**config.mk**
```make
export PLATFORM = sky130hd
export DESIGN_NAME = johnson_phase_decoder_flat
export DESIGN_NICKNAME = d
export VERILOG_FILES = /design/src/rtl/jdec_pkg.sv /design/src/rtl/johnson_phase_decoder_if.sv /design/src/rtl/johnson_decode.sv /design/src/rtl/johnson_phase_decoder.sv /design/src/flat_wrapper.sv
export SDC_FILE = /design/constraint.sdc
export NUM_CORES = 1
export LEC_CHECK = 0
export ABC_CLOCK_PERIOD_IN_PS = 2000
export CAP_MARGIN = 15
export CORE_MARGIN = 8
export CORE_UTILIZATION = 45
export DETAILED_ROUTE_END_ITERATION = 6
export HOLD_SLACK_MARGIN = 0.12
export PLACE_DENSITY = 0.8
export SYNTH_ARGS = -nofsm -noshare
export SYNTH_HDL_FRONTEND = slang
export SYNTH_SLANG_ARGS = --single-unit
```
**constraint.sdc**
```tcl
create_clock -name CLK -period 2 [get_ports CLK]
set_input_delay 0.3 -clock CLK [delete_from_list [all_inputs] [get_ports CLK]]
set_output_delay 0.3 -clock CLK [all_outputs]
set_load 0.01 [all_outputs]
```
**src/rtl/jdec_pkg.sv**
```systemverilog
// Shared types and helpers for the Johnson phase decoder: FSM state encoding,
// phase-width helper and the modular phase successor.
package jdec_pkg;

  typedef enum logic [1:0] {
    HUNT  = 2'd0,
    CHECK = 2'd1,
    LOCK  = 2'd2
  } jdec_state_t;

  function automatic int calc_pw(input int width);
    return $clog2(2 * width);
  endfunction

  function automatic int next_phase(input int phase, input int width);
    return (phase + 1) % (2 * width);
  endfunction

endpackage

```
**src/rtl/johnson_phase_decoder_if.sv**
```systemverilog
// Sample/result bundle between a Johnson code source and johnson_phase_decoder.
// VALID qualifies JC for one cycle; there is no backpressure, every VALID sample is consumed.
interface johnson_phase_decoder_if
  import jdec_pkg::*;
#(
    parameter int WIDTH = 4,
    parameter int CW    = 8
);
    localparam int PW = calc_pw(WIDTH);

    logic                 VALID;
    logic [WIDTH-1:0]     JC;
    logic [PW-1:0]        PHASE;
    logic [2*WIDTH-1:0]   ONEHOT;
    logic                 LEGAL;
    logic                 LOCKED;
    logic                 SEQ_ERR;
    logic [CW-1:0]        CYCLES;
    jdec_state_t          state;

    modport master (
        output VALID, JC,
        input  PHASE, ONEHOT, LEGAL, LOCKED, SEQ_ERR, CYCLES, state
    );

    modport slave (
        input  VALID, JC,
        output PHASE, ONEHOT, LEGAL, LOCKED, SEQ_ERR, CYCLES, state
    );

endinterface

```
**src/rtl/johnson_decode.sv**
```systemverilog
// Combinational Johnson code to phase index decoder; legal=0 for any code
// outside the 2*WIDTH-entry sequence.
module johnson_decode
  import jdec_pkg::*;
#(
    parameter int WIDTH = 4,
    parameter int PW    = calc_pw(WIDTH)
) (
    input  logic [WIDTH-1:0] jc,
    output logic [PW-1:0]    phase,
    output logic             legal
);

    logic [WIDTH-1:0] pat;

    // Phase k<=N has the low k bits set; phase k>N has the low k-N bits clear.
    always_comb begin
        phase = '0;
        legal = 1'b0;
        pat   = '0;
        for (int k = 0; k < 2 * WIDTH; k++) begin
            for (int b = 0; b < WIDTH; b++) begin
                pat[b] = (k <= WIDTH) ? (b < k) : (b >= k - WIDTH);
            end
            if (jc == pat) begin
                phase = k[PW-1:0];
                legal = 1'b1;
            end
        end
    end

endmodule

```
**src/rtl/johnson_phase_decoder.sv**
```systemverilog
// Registered Johnson phase decoder with HUNT/CHECK/LOCK sequence tracking.
// Define JDEC_CYCLE_CNT_EN to build the completed-cycle counter; otherwise CYCLES is tied to 0.
module johnson_phase_decoder
  import jdec_pkg::*;
#(
    parameter int WIDTH    = 4,
    parameter int LOCK_CNT = 3,
    parameter int CW       = 8
) (
    input  logic                   CLK,
    input  logic                   CLR,
    johnson_phase_decoder_if.slave bus
);

    localparam int              PW         = calc_pw(WIDTH);
    localparam int              CNTW       = $clog2(LOCK_CNT + 1);
    localparam logic [PW-1:0]   LAST_PHASE = PW'(2 * WIDTH - 1);

    logic [PW-1:0]      dec_phase;
    logic               dec_legal;
    logic [PW-1:0]      succ_phase;
    logic               good;
    logic [2*WIDTH-1:0] onehot_d;

    logic [PW-1:0]      phase_q;
    logic [2*WIDTH-1:0] onehot_q;
    logic               legal_q;
    logic               seq_err_q;
    logic               seq_err_d;
    jdec_state_t        state_q;
    jdec_state_t        state_d;
    logic [CNTW-1:0]    cnt_q;
    logic [CNTW-1:0]    cnt_d;

    johnson_decode #(
        .WIDTH (WIDTH),
        .PW    (PW)
    ) u_decode (
        .jc    (bus.JC),
        .phase (dec_phase),
        .legal (dec_legal)
    );

    // phase_q is the last legal phase, which is the step reference in CHECK and LOCK.
    assign succ_phase = PW'(next_phase(int'(phase_q), WIDTH));
    assign good       = dec_legal && (dec_phase == succ_phase);
    assign onehot_d   = {{(2*WIDTH-1){1'b0}}, 1'b1} << dec_phase;

    always_comb begin
        state_d   = state_q;
        cnt_d     = cnt_q;
        seq_err_d = 1'b0;
        if (bus.VALID) begin
            case (state_q)
                HUNT: begin
                    if (dec_legal) begin
                        state_d = CHECK;
                        cnt_d   = '0;
                    end
                end
                CHECK: begin
                    if (!dec_legal) begin
                        state_d = HUNT;
                        cnt_d   = '0;
                    end else if (good) begin
                        cnt_d = cnt_q + 1'b1;
                        if (cnt_d == CNTW'(LOCK_CNT)) state_d = LOCK;
                    end else begin
                        cnt_d = '0;
                    end
                end
                LOCK: begin
                    if (!good) begin
                        seq_err_d = 1'b1;
                        cnt_d     = '0;
                        state_d   = dec_legal ? CHECK : HUNT;
                    end
                end
                default: begin
                    state_d = HUNT;
                    cnt_d   = '0;
                end
            endcase
        end
    end

    always_ff @(posedge CLK or posedge CLR) begin
        if (CLR) begin
            state_q   <= HUNT;
            cnt_q     <= '0;
            seq_err_q <= 1'b0;
            phase_q   <= '0;
            onehot_q  <= '0;
            legal_q   <= 1'b0;
        end else begin
            state_q   <= state_d;
            cnt_q     <= cnt_d;
            seq_err_q <= seq_err_d;
            if (bus.VALID) begin
                legal_q <= dec_legal;
                if (dec_legal) begin
                    phase_q  <= dec_phase;
                    onehot_q <= onehot_d;
                end else begin
                    onehot_q <= '0;
                end
            end
        end
    end

`ifdef JDEC_CYCLE_CNT_EN
    logic          wrap;
    logic [CW-1:0] cycles_q;

    assign wrap = bus.VALID && (state_q == LOCK) && good && (phase_q == LAST_PHASE);

    always_ff @(posedge CLK or posedge CLR) begin
        if (CLR) begin
            cycles_q <= '0;
        end else if (wrap) begin
            cycles_q <= cycles_q + 1'b1;
        end
    end

    assign bus.CYCLES = cycles_q;
`else
    assign bus.CYCLES = '0;
`endif

    assign bus.PHASE   = phase_q;
    assign bus.ONEHOT  = onehot_q;
    assign bus.LEGAL   = legal_q;
    assign bus.LOCKED  = (state_q == LOCK);
    assign bus.SEQ_ERR = seq_err_q;
    assign bus.state   = state_q;

endmodule

```
**src/flat_wrapper.sv**
```systemverilog
// flat-port wrapper written by rule: the top's interface ports become plain ports
module johnson_phase_decoder_flat import jdec_pkg::*;
#(
    parameter int WIDTH    = 4,
    parameter int LOCK_CNT = 3,
    parameter int CW       = 8
)
  (CLK, CLR, bus_VALID, bus_JC, bus_PHASE, bus_ONEHOT, bus_LEGAL, bus_LOCKED, bus_SEQ_ERR, bus_CYCLES, bus_state);
  johnson_phase_decoder_if #(.WIDTH(WIDTH), .CW(CW)) bus_i ();
  input  logic CLK;
  input  logic CLR;
  input wire logic [$bits(bus_i.VALID)-1:0] bus_VALID;
  input wire logic [$bits(bus_i.JC)-1:0] bus_JC;
  output wire logic [$bits(bus_i.PHASE)-1:0] bus_PHASE;
  output wire logic [$bits(bus_i.ONEHOT)-1:0] bus_ONEHOT;
  output wire logic [$bits(bus_i.LEGAL)-1:0] bus_LEGAL;
  output wire logic [$bits(bus_i.LOCKED)-1:0] bus_LOCKED;
  output wire logic [$bits(bus_i.SEQ_ERR)-1:0] bus_SEQ_ERR;
  output wire logic [$bits(bus_i.CYCLES)-1:0] bus_CYCLES;
  output wire logic [$bits(bus_i.state)-1:0] bus_state;
  assign bus_i.VALID = bus_VALID;
  assign bus_i.JC = bus_JC;
  assign bus_PHASE = bus_i.PHASE;
  assign bus_ONEHOT = bus_i.ONEHOT;
  assign bus_LEGAL = bus_i.LEGAL;
  assign bus_LOCKED = bus_i.LOCKED;
  assign bus_SEQ_ERR = bus_i.SEQ_ERR;
  assign bus_CYCLES = bus_i.CYCLES;
  assign bus_state = bus_i.state;
  johnson_phase_decoder #(.WIDTH(WIDTH), .LOCK_CNT(LOCK_CNT), .CW(CW)) u_core (.CLK(CLK), .CLR(CLR), .bus(bus_i));
endmodule
```
; Word level (Yosys, flattened, before mapping)
; Index checks and enable logic that the tools add are counted.
[word_totals]
out_inout_bits = 24
reg_bits = 17
wordCells = 61
in_bits = 7
[classes]
muxes = 31
reduce_logical = 6
addsub = 2
n_eq_ne = 15
shifts = 1
[ops]
columns = cell, n
row1 = 2-to-1 mux 2 bit, 9
row2 = 2-to-1 mux 3 bit, 6
row3 = == test 4 bit (second input constant), 4
row4 = 2-to-1 mux 1 bit, 13
row5 = case mux 2 bit (3 select lines), 2
row6 = 2-to-1 mux 8 bit, 1
row7 = left shift 1 x 3 -> 8 bit (first input constant), 1
row8 = != test 3 bit (second input constant), 2
row9 = AND reduction 5 bit, 1
row10 = == test 2 bit (second input constant), 2
row11 = == test 4 x 1 -> 1 bit (second input constant), 1
row12 = == test 4 x 2 -> 1 bit (second input constant), 1
row13 = == test 4 x 3 -> 1 bit (second input constant), 1
row14 = zero test 4 bit, 1
row15 = adder 3 x 1 -> 3 bit (second input constant), 1
row16 = == test 3 bit, 1
row17 = AND reduction 3 bit, 1
row18 = adder 2 x 1 -> 2 bit (second input constant), 1
row19 = == test 2 x 1 -> 1 bit (second input constant), 1
row20 = zero test 2 bit, 1
row21 = != test 2 x 1 -> 1 bit (second input constant), 1
row22 = != test 2 bit (second input constant), 1
row23 = AND reduction 2 bit, 1
row24 = logical AND 1 bit, 1

; Logic depth before layout (Yosys ltp)
; Gate-level depths: netlist of the first run.
[depth]
ltp_word = 13
ltp_mapped = 8
ltp_nobuf = 6

; Cells and area by module
; A second synthesis of the first run with hierarchy kept.
[unflattened]
hier_cells = 104
area_unflattened_um2 = 1003.5
[modules_own_cells]
columns = mod, cells_each, n_inst, area_each_um2, seq_area_each_um2
row1 = johnson_phase_decoder, 93, 1, 918.4, 425.4
row2 = johnson_decode, 11, 1, 85.1, 0.0

; Worst setup path before layout of the first run
; No wires, ideal clock.
[synth_timing]
path_type = input -> register
startpoint = input port bus_JC[1]
endpoint = register u_core.cnt_q[0]
required_time_ns = 1.920
cell_stages = 7
path_slack_ns = -0.055
path_buffers = 1
setup_time_ns = 0.080
t_arrival_ns = 1.975
path_cell_list = buf_6 > nor2_1 > o21ai_1 > xnor2_1 > or4b_4 > o31a_1 > o22ai_2
[synth_between]
elab_chain_cells = 13
elab_cells_between_ends = 31
classes_between = eq/ne: 10 / mux: 18 / reduce/logical: 3
[synth_rtl]
columns = item, line_no
row1 = start: declaration, flat_wrapper.sv:13  ; input wire logic [$bits(bus_i.JC)-1:0] bus_JC;
row2 = == test 4 x 1 -> 1 bit or zero test 4 bit (tied branches), johnson_decode.sv:25  ; if (jc == pat) begin
row3 = 2-to-1 mux 1 bit, johnson_decode.sv:25
row4 = 2-to-1 mux 3 bit or 2-to-1 mux 1 bit (tied branches) (6 in a row), johnson_decode.sv:25
row5 = == test 3 bit or 2-to-1 mux 1 bit (tied branches), "johnson_phase_decoder.sv:46, johnson_decode.sv:25"
row6 = logical AND 1 bit, johnson_phase_decoder.sv:46  ; assign good = dec_legal && (dec_phase == succ_phase);
row7 = 2-to-1 mux 2 bit, johnson_phase_decoder.sv:65  ; end else if (good) begin
row8 = 2-to-1 mux 2 bit, johnson_phase_decoder.sv:62  ; if (!dec_legal) begin
row9 = case mux 2 bit (3 select lines), johnson_phase_decoder.sv:54  ; case (state_q)
row10 = end signal: assignment, johnson_phase_decoder.sv:97  ; cnt_q <= cnt_d;
row11 = end: declaration, johnson_phase_decoder.sv:32  ; logic [CNTW-1:0] cnt_q;
; Parallel ways exist; a longest one is shown, timed or not.
; A chain may end at the register's enable or synchronous reset.

; Worst setup path in the final report of the first run
[layout_timing]
startpoint = register u_core.phase_q[1] (netlist: u_core.bus.PHASE[1])
endpoint = register u_core.cnt_q[0]
[layout_between]
elab_chain_cells = 6
elab_cells_between_ends = 8
classes_between = add/sub: 1 / eq/ne: 2 / mux: 3 / reduce/logical: 2
[layout_rtl]
columns = item, line_no
row1 = start: declaration, johnson_phase_decoder.sv:25  ; logic [PW-1:0] phase_q;
row2 = start signal: assignment, johnson_phase_decoder.sv:102  ; phase_q <= dec_phase;
row3 = adder 3 x 1 -> 3 bit *, jdec_pkg.sv:16  ; return (phase + 1) % (2 * width);
row4 = == test 3 bit *, johnson_phase_decoder.sv:46
row5 = logical AND 1 bit *, johnson_phase_decoder.sv:46
row6 = 2-to-1 mux 2 bit, johnson_phase_decoder.sv:65
row7 = 2-to-1 mux 2 bit, johnson_phase_decoder.sv:62
row8 = case mux 2 bit (3 select lines), johnson_phase_decoder.sv:54
; Every way passes the cells marked *; elsewhere a longest branch is shown, timed or not.

==> results.ini, run 1 <==
[outcome]
status = finished clean

[global_routing]
grt_pass1_wl_um = 3930
antenna_found_initial = 0
grt_overflow_total = 0
track_usage_pct = 11.4
grt_max_degree = 30
grt_pass1_vias = 889

[sta]
tightestPinTransition_ns = 0.675
slew-limit-headroom_pct = 54.9
drv_slew = 0
skew_ns = 0.000586
setup_viol = 0
hold_viol_final = 0
rsz0062_at_grt = no
worst_slack_ns = 0.0782
setup_tns_ns = 0
period_minus_slack_ns = 1.92
timing.hold.ws_ns = 0.400
final.period_utilization_pct = 96.1
fmax_mhz = 520

[logic_synthesis]
synthTopCellsByArea = dfrtp_1 (40%), buf_4 (6.3%), o21ai_0 (5.2%), inv_1 (4.2%), xnor2_1 (3.3%)
ys_seq_area_share_pct = 40.0
synth_edf_count = 0
netlist_area_um2 = 1060
yosysWarnings = 0
synth_top_cell_by_area = dfrtp_1
synth_cell_types = 39
post_synth.cell_area_avg_um2 = 9.34
synth-seq-cells = 17
netlist_instances = 114
ys.flop_type = dfrtp_1
yosysTopAreaCellShare_pct = 40.0
synthArstFlopShare_pct = 100

[placed_design]
place_ws_ns = -0.452
io_buffers = 22
hpwl_um = 1880
gp_congestion = 0.849

[critical_path]
critical_path_required_ns = 2.22
endpoint_kind = flip-flop
r2r_cells = 6
crit_fanout = 3
crit_type = flip-flop to flip-flop
crit_path_start_kind = flip-flop
worst_ep_arrival_time_ns = 2.14

[layout]
num_antenna_cells = 0
nets = 159
areaGrowthSynthToFinish_pct = 31.5
drive_gt1_share_pct = 24.2

[clock_network]
numCtsBuffers = 3
cts-root-buf = clkbuf_4
postCtsHoldBufs = 0
cts_tree = built
worst_setup_hold_path_clk_slew_ns = 0.10
clockBufferDepth = 2
insertion_delay_ns = 0.28
cts_sinks = 17
htree_levels = 1

[pwr]
leakage_nw = 0.641
p_per_area_nw_per_um2 = 619
ir_worst_vdd_mv = 0.470

[drt]
viasPerCell = 4.93
drtPass1Iterations = 4
drtIter0Drc = 19
postRouteWirelength_um = 2400
drc = 0
routedWlPerCell_um = 13.5
drtAntennaViolNets = 0
vias = 873

[floorplanning]
initial_utilization_pct = 47.7
core_area_um2 = 2230
ios = 31
die_h_um = 64.6
num_rows = 17
dieArea_um2 = 4180
die_x_um = 64.6

[hold_path]
hold_class = input pin to async pin

[flow_run]
max_cap_viol_count = 0

-- cells by family (layout without fill, tap and decap cells) --
kind of cell             count (synthesis)  in the layout  share of synthesized area [%]
AO/OA/AOI/OAI                           29             29                           18.0
other                                    1              8                          0.352
AND/OR/NAND/NOR                         30             30                           16.3
multiplexers                             2              2                           3.17
flip-flops                              17             17                           40.0
adder cells (fa/ha/maj)                  2              2                           2.35
buffers and inverters                   27             55                           14.9
XOR/XNOR                                 6              6                           4.94
-- per-stage QoR --
stage / power (mW) / instance area (um2) / cells / util [%]
floorplan: 0.577 / 1090 / 121 / -
global placement: 0.672 / 1360 / 172 / 60.7
detailed placement: 0.682 / 1360 / 172 / 60.7
CTS: 0.869 / 1390 / 176 / 62.1
global route: 0.919 / 1400 / 177 / 62.7
finish: 0.867 / 1400 / 177 / 62.7
-- synth_stat cells, drive strengths merged (2+ instances only) --
| cell type | count |
|---|---|
| a21oi | 6 |
| a41o | 2 |
| and2 | 3 |
| buf | 12 |
| clkbuf | 3 |
| dfrtp | 17 |
| ha | 2 |
| inv | 12 |
| nand2 | 3 |
| nand3 | 5 |
| nand4b | 3 |
| nor2 | 8 |
| nor2b | 2 |
| o21ai | 13 |
| o31a | 2 |
| or3 | 2 |
| xnor2 | 4 |
| xor2 | 2 |
-- area by class of cell --
type | instances | area (um2)
inverters | 12 | 45.0
flip-flops and latches | 17 | 427
clock buffers | 3 | 22.5
well taps | 28 | 35.0
multi-input cells | 77 | 523
fillers | 206 | 833
repair buffers | 39 | 343
clock inverters | 1 | 5.00
-- critical path, cell delays in order, from the launching register on --
cell and delay [ns]:
dfrtp_1 0.42, ha_2 0.18, xor2_1 0.15, xnor2_1 0.14, or4b_4 0.54, o31a_1 0.30, o22ai_2 0.13
-- path summary, 6_finish.rpt --
kind	start	endpoint	slack, ns
min	CLR	u_core.bus.ONEHOT[4]$_DFFE_PP0P_	0.40
max reg2reg	u_core.bus.PHASE[1]$_DFFE_PP0P_	u_core.cnt_q[0]$_DFFE_PP0P_	0.08
min in group CLK	u_core.bus.LEGAL$_DFFE_PP0P_	u_core.bus.LEGAL$_DFFE_PP0P_	0.52
max	u_core.bus.PHASE[1]$_DFFE_PP0P_	u_core.cnt_q[0]$_DFFE_PP0P_	0.08
max in group asynchronous	CLR	u_core.bus.state[1]$_DFFE_PP0P_	1.13
min reg2reg	u_core.bus.LEGAL$_DFFE_PP0P_	u_core.bus.LEGAL$_DFFE_PP0P_	0.52
-- report_power, final --
group / switching [mW] / internal, mW
Clock: 0.109 / 0.0742
Sequential: 0.0243 / 0.372
Combinational: 0.136 / 0.152
Total: 0.269 / 0.598
-- sequential cells by signal, indices dropped and copies added (netlist names) --
signal              cells
u_core.bus.SEQ_ERR      1
u_core.cnt_q            2
u_core.bus.state        2
u_core.bus.LEGAL        1
u_core.bus.PHASE        3
u_core.bus.ONEHOT       8
-- layer usage --
| metal | global-route usage (%) | up-vias | part of all wire [%] |
|---|---|---|---|
| met4 | 4.09 | 0 | 0.42 |
| li1 | - | 442 | - |
| met1 | 13.0 | 409 | 44 |
| met3 | 3.61 | 2 | 6.8 |
| met2 | 19.5 | 20 | 49 |
| met5 | 0 | - | 0 |
-- placed cells by master, fill, tap and decap left out, types with 5 or more instances in the layout --
| cell | count |
|---|---|
| nor2_1 | 6 |
| conb_1 | 8 |
| o21ai_0 | 11 |
| a21oi_1 | 6 |
| nand3_1 | 5 |
| dfrtp_1 | 16 |
| buf_4 | 17 |
| inv_1 | 12 |
| clkdlybuf4s50_1 | 18 |
-- what timing repair did --
action                     4_1_cts  5_1_grt
buffers inserted                 0        1
pin swaps                        1        0
gates resized for setup          7        2
setup endpoints to repair        5        2
(Power assumes the default switching activity.)
==> inputs of run 2 (changes only) <==
--- a/config.mk
+++ b/config.mk
@@ -6,12 +6,14 @@
 export NUM_CORES = 1
 export LEC_CHECK = 0
 export ABC_CLOCK_PERIOD_IN_PS = 2000
-export CAP_MARGIN = 15
+export CAP_MARGIN = 20
+export CELL_PAD_IN_SITES_DETAIL_PLACEMENT = 0
+export CELL_PAD_IN_SITES_GLOBAL_PLACEMENT = 1
 export CORE_MARGIN = 8
-export CORE_UTILIZATION = 45
+export CORE_UTILIZATION = 34
 export DETAILED_ROUTE_END_ITERATION = 6
 export HOLD_SLACK_MARGIN = 0.12
-export PLACE_DENSITY = 0.8
+export PLACE_DENSITY = 0.81
 export SYNTH_ARGS = -nofsm -noshare
 export SYNTH_HDL_FRONTEND = slang
 export SYNTH_SLANG_ARGS = --single-unit
==> run 2 against run 1 <==
Against the previous run: sequential cell count unchanged; total power is 0.11% higher; combinational power about the same; via count increased by 0.80%; core utilization decreased by 16 points; maximum frequency is 0.41% higher; clock power barely moved; first-iteration DRC count rose by 53%; global-route usage down 2.0 points; wire length shrank 2.2%; critical endpoint unchanged; largest cell class unchanged.
==> results.ini, run 2 (same netlist as run 1, synthesis figures left out) <==
[outcome]
status = finished clean

[drt]
drtIter0Drc = 29  ; +10
drc = 0  ; unchanged
drtPass1Iterations = 4  ; unchanged
vias = 880  ; +0.80%
drtAntennaViolNets = 0  ; unchanged
postRouteWirelength_um = 2350  ; -2.2%
viasPerCell = 4.61  ; -6.6%
routedWlPerCell_um = 12.3  ; -9.4%

[critical_path]
crit_type = input pin to flip-flop
cp_cell_sequence = dlygate4sd2_1 -> buf_4 -> xor2_1 -> nor2_1 -> xnor2_1 -> or4b_4 -> o31a_2 -> o22ai_2
critical_path_required_ns = 2.22  ; about the same
r2r_cells = 6  ; unchanged
rr_startpoint = u_core.bus.PHASE[1]$_DFFE_PP0P_
path_buf_inv = 2  ; +2
crit_fanout = 6  ; +3
endpoint_kind = flip-flop
worst_ep_arrival_time_ns = 2.13  ; about the same
worstSetupStartpoint = bus_JC[1]
path_delay_family = simple AND/OR/NAND/NOR gates
path_depth = 8  ; +2
slowest_delay_ns = 0.55  ; about the same
cp_slowest_cell = or4b_4
crit_path_start_kind = input pin

[sta]
period_minus_slack_ns = 1.91  ; -0.00782 ns
worst_slack_ns = 0.0860  ; +0.00782 ns
setup_viol = 0  ; unchanged
hold_viol_final = 0  ; unchanged
slew-limit-headroom_pct = 55.7  ; +0.81 points
rsz0062_at_grt = no
fmax_mhz = 522  ; +0.41%
final.period_utilization_pct = 95.7  ; -0.39 points
tightestPinTransition_ns = 0.663  ; -0.0121 ns
skew_ns = 0.00664  ; +0.00605 ns
drv_slew = 0  ; unchanged

[pwr]
p_per_area_nw_per_um2 = 613  ; -1.0%
ir_worst_vdd_mv = 0.250  ; -47%
leakage_nw = 0.643  ; +0.29%

[global_routing]
grt_pass1_vias = 872  ; -1.9%
track_usage_pct = 9.39  ; -2.0 points
antenna_found_initial = 0  ; unchanged
grt_overflow_total = 0  ; unchanged
grt_pass1_wl_um = 3950  ; +0.33%
grt_max_degree = 30  ; unchanged

[floorplanning]
die_h_um = 72.0  ; +11%
ios = 31  ; unchanged
die_x_um = 72.0  ; +11%
initial_utilization_pct = 35.2  ; -13 points
core_area_um2 = 3030  ; +36%
dieArea_um2 = 5180  ; +24%
num_rows = 20  ; +3

[clock_network]
cts-root-buf = clkbuf_4
clockBufferDepth = 2  ; unchanged
insertion_delay_ns = 0.29  ; about the same
htree_levels = 1  ; unchanged
numCtsBuffers = 3  ; unchanged
worst_setup_hold_path_clk_slew_ns = 0.10  ; about the same
cts_sinks = 17  ; unchanged
cts_tree = built
postCtsHoldBufs = 0  ; unchanged

[layout]
drive_gt1_share_pct = 23.1  ; -1.0 points
num_antenna_cells = 0  ; unchanged
areaGrowthSynthToFinish_pct = 33.0
final_cell_mix = clkdlybuf4s50_1 (18), dfrtp_1 (16), buf_4 (15)
fill_cells = 300  ; +46%
final_common_cell = clkdlybuf4s50_1
final_cells = 191  ; +7.9%
fin_util_pct = 46.8  ; -16 points
largest_reg_flops = 8  ; unchanged
fin_area_um2 = 1420  ; +1.2%
nets = 157  ; -1.3%

[placed_design]
placed_cell_area_um2 = 1360  ; +0.37%
io_buffers = 22  ; unchanged
place_ws_ns = -0.461  ; -0.00975 ns
gp_congestion = 0.808  ; -4.9%
hpwl_um = 1870  ; -0.54%
dp_cells = 186  ; +8.1%

[flow_run]
max_cap_viol_count = 0  ; unchanged

[hold_path]
hold_class = input pin to async pin

==> run 2: cell count changes in the layout (fill, tap and decap cells not counted) <==
cell	delta
buf_4	-2
dlygate4sd2_1	-1
dlymetal6s2s_1	+1
ha_1	+1
ha_2	-1
nor2_1	-1
nor2_2	+1
o21ai_2	-1
o21ai_4	+1
==> run 2: through the flow <==
| step | hold slack, ns | setup TNS (ns) | total power, mW |
|---|---|---|---|
| 6_report | 0.393 | 0 | 0.868 |
| 3_3_place_gp | 0.499 | -1.16 | 0.677 |
| 2_1_floorplan | 0.226 | 0 | 0.577 |
| 3_5_place_dp | 0.503 | -1.42 | 0.689 |
| 4_1_cts | 0.428 | 0 | 0.879 |
| 5_1_grt | 0.460 | 0 | 0.927 |
==> run 2: path summary, 6_finish.rpt <==
check / to / slack, ns
worst max-delay path: u_core.cnt_q[0]$_DFFE_PP0P_ / 0.09
worst min-delay path: u_core.bus.ONEHOT[4]$_DFFE_PP0P_ / 0.39
worst max register to register: u_core.cnt_q[0]$_DFFE_PP0P_ / 0.10
worst min register to register: u_core.bus.LEGAL$_DFFE_PP0P_ / 0.52
max in group asynchronous: u_core.bus.state[1]$_DFFE_PP0P_ / 1.13
min in group CLK: u_core.bus.PHASE[1]$_DFFE_PP0P_ / 0.50
==> run 2: area by class of cell <==
class                           instances  area (um2)  area share (%)
Clock buffer                            3        22.5            1.59
Timing Repair Buffer                   37         332            23.4
Sequential cell                        17         427            30.1
Clock inverter                          1        5.00           0.353
Tap cell                               44        55.1            3.89
Multi-Input combinational cell         77         531            37.5
Inverter                               12        45.0            3.18
==> run 2: report_power, final <==
group,switching (mW),internal [mW],total (mW)
sequential,0.0233,0.372,0.395
combinational,0.138,0.153,0.290
clock,0.109,0.0742,0.183
==> run 2: metal layers <==
metal | vias to the layer above | wire length [um] | part of all wire (%) | track usage (%)
met5 | - | 0 | 0 | 0
met1 | 418 | 1050 | 45 | 11.3
met3 | 2 | 118 | 5.0 | 1.93
li1 | 438 | - | - | -
met4 | 0 | 40 | 1.7 | 5.67
met2 | 22 | 1130 | 48 | 15.1
==> run 2: repair_timing <==
item | CTS | global route
setup endpoints to repair | 1 | 2
hold endpoints to repair | 0 | 0
gates resized for setup | 7 | 3
pin swaps | 2 | 2
buffers inserted | 0 | 1
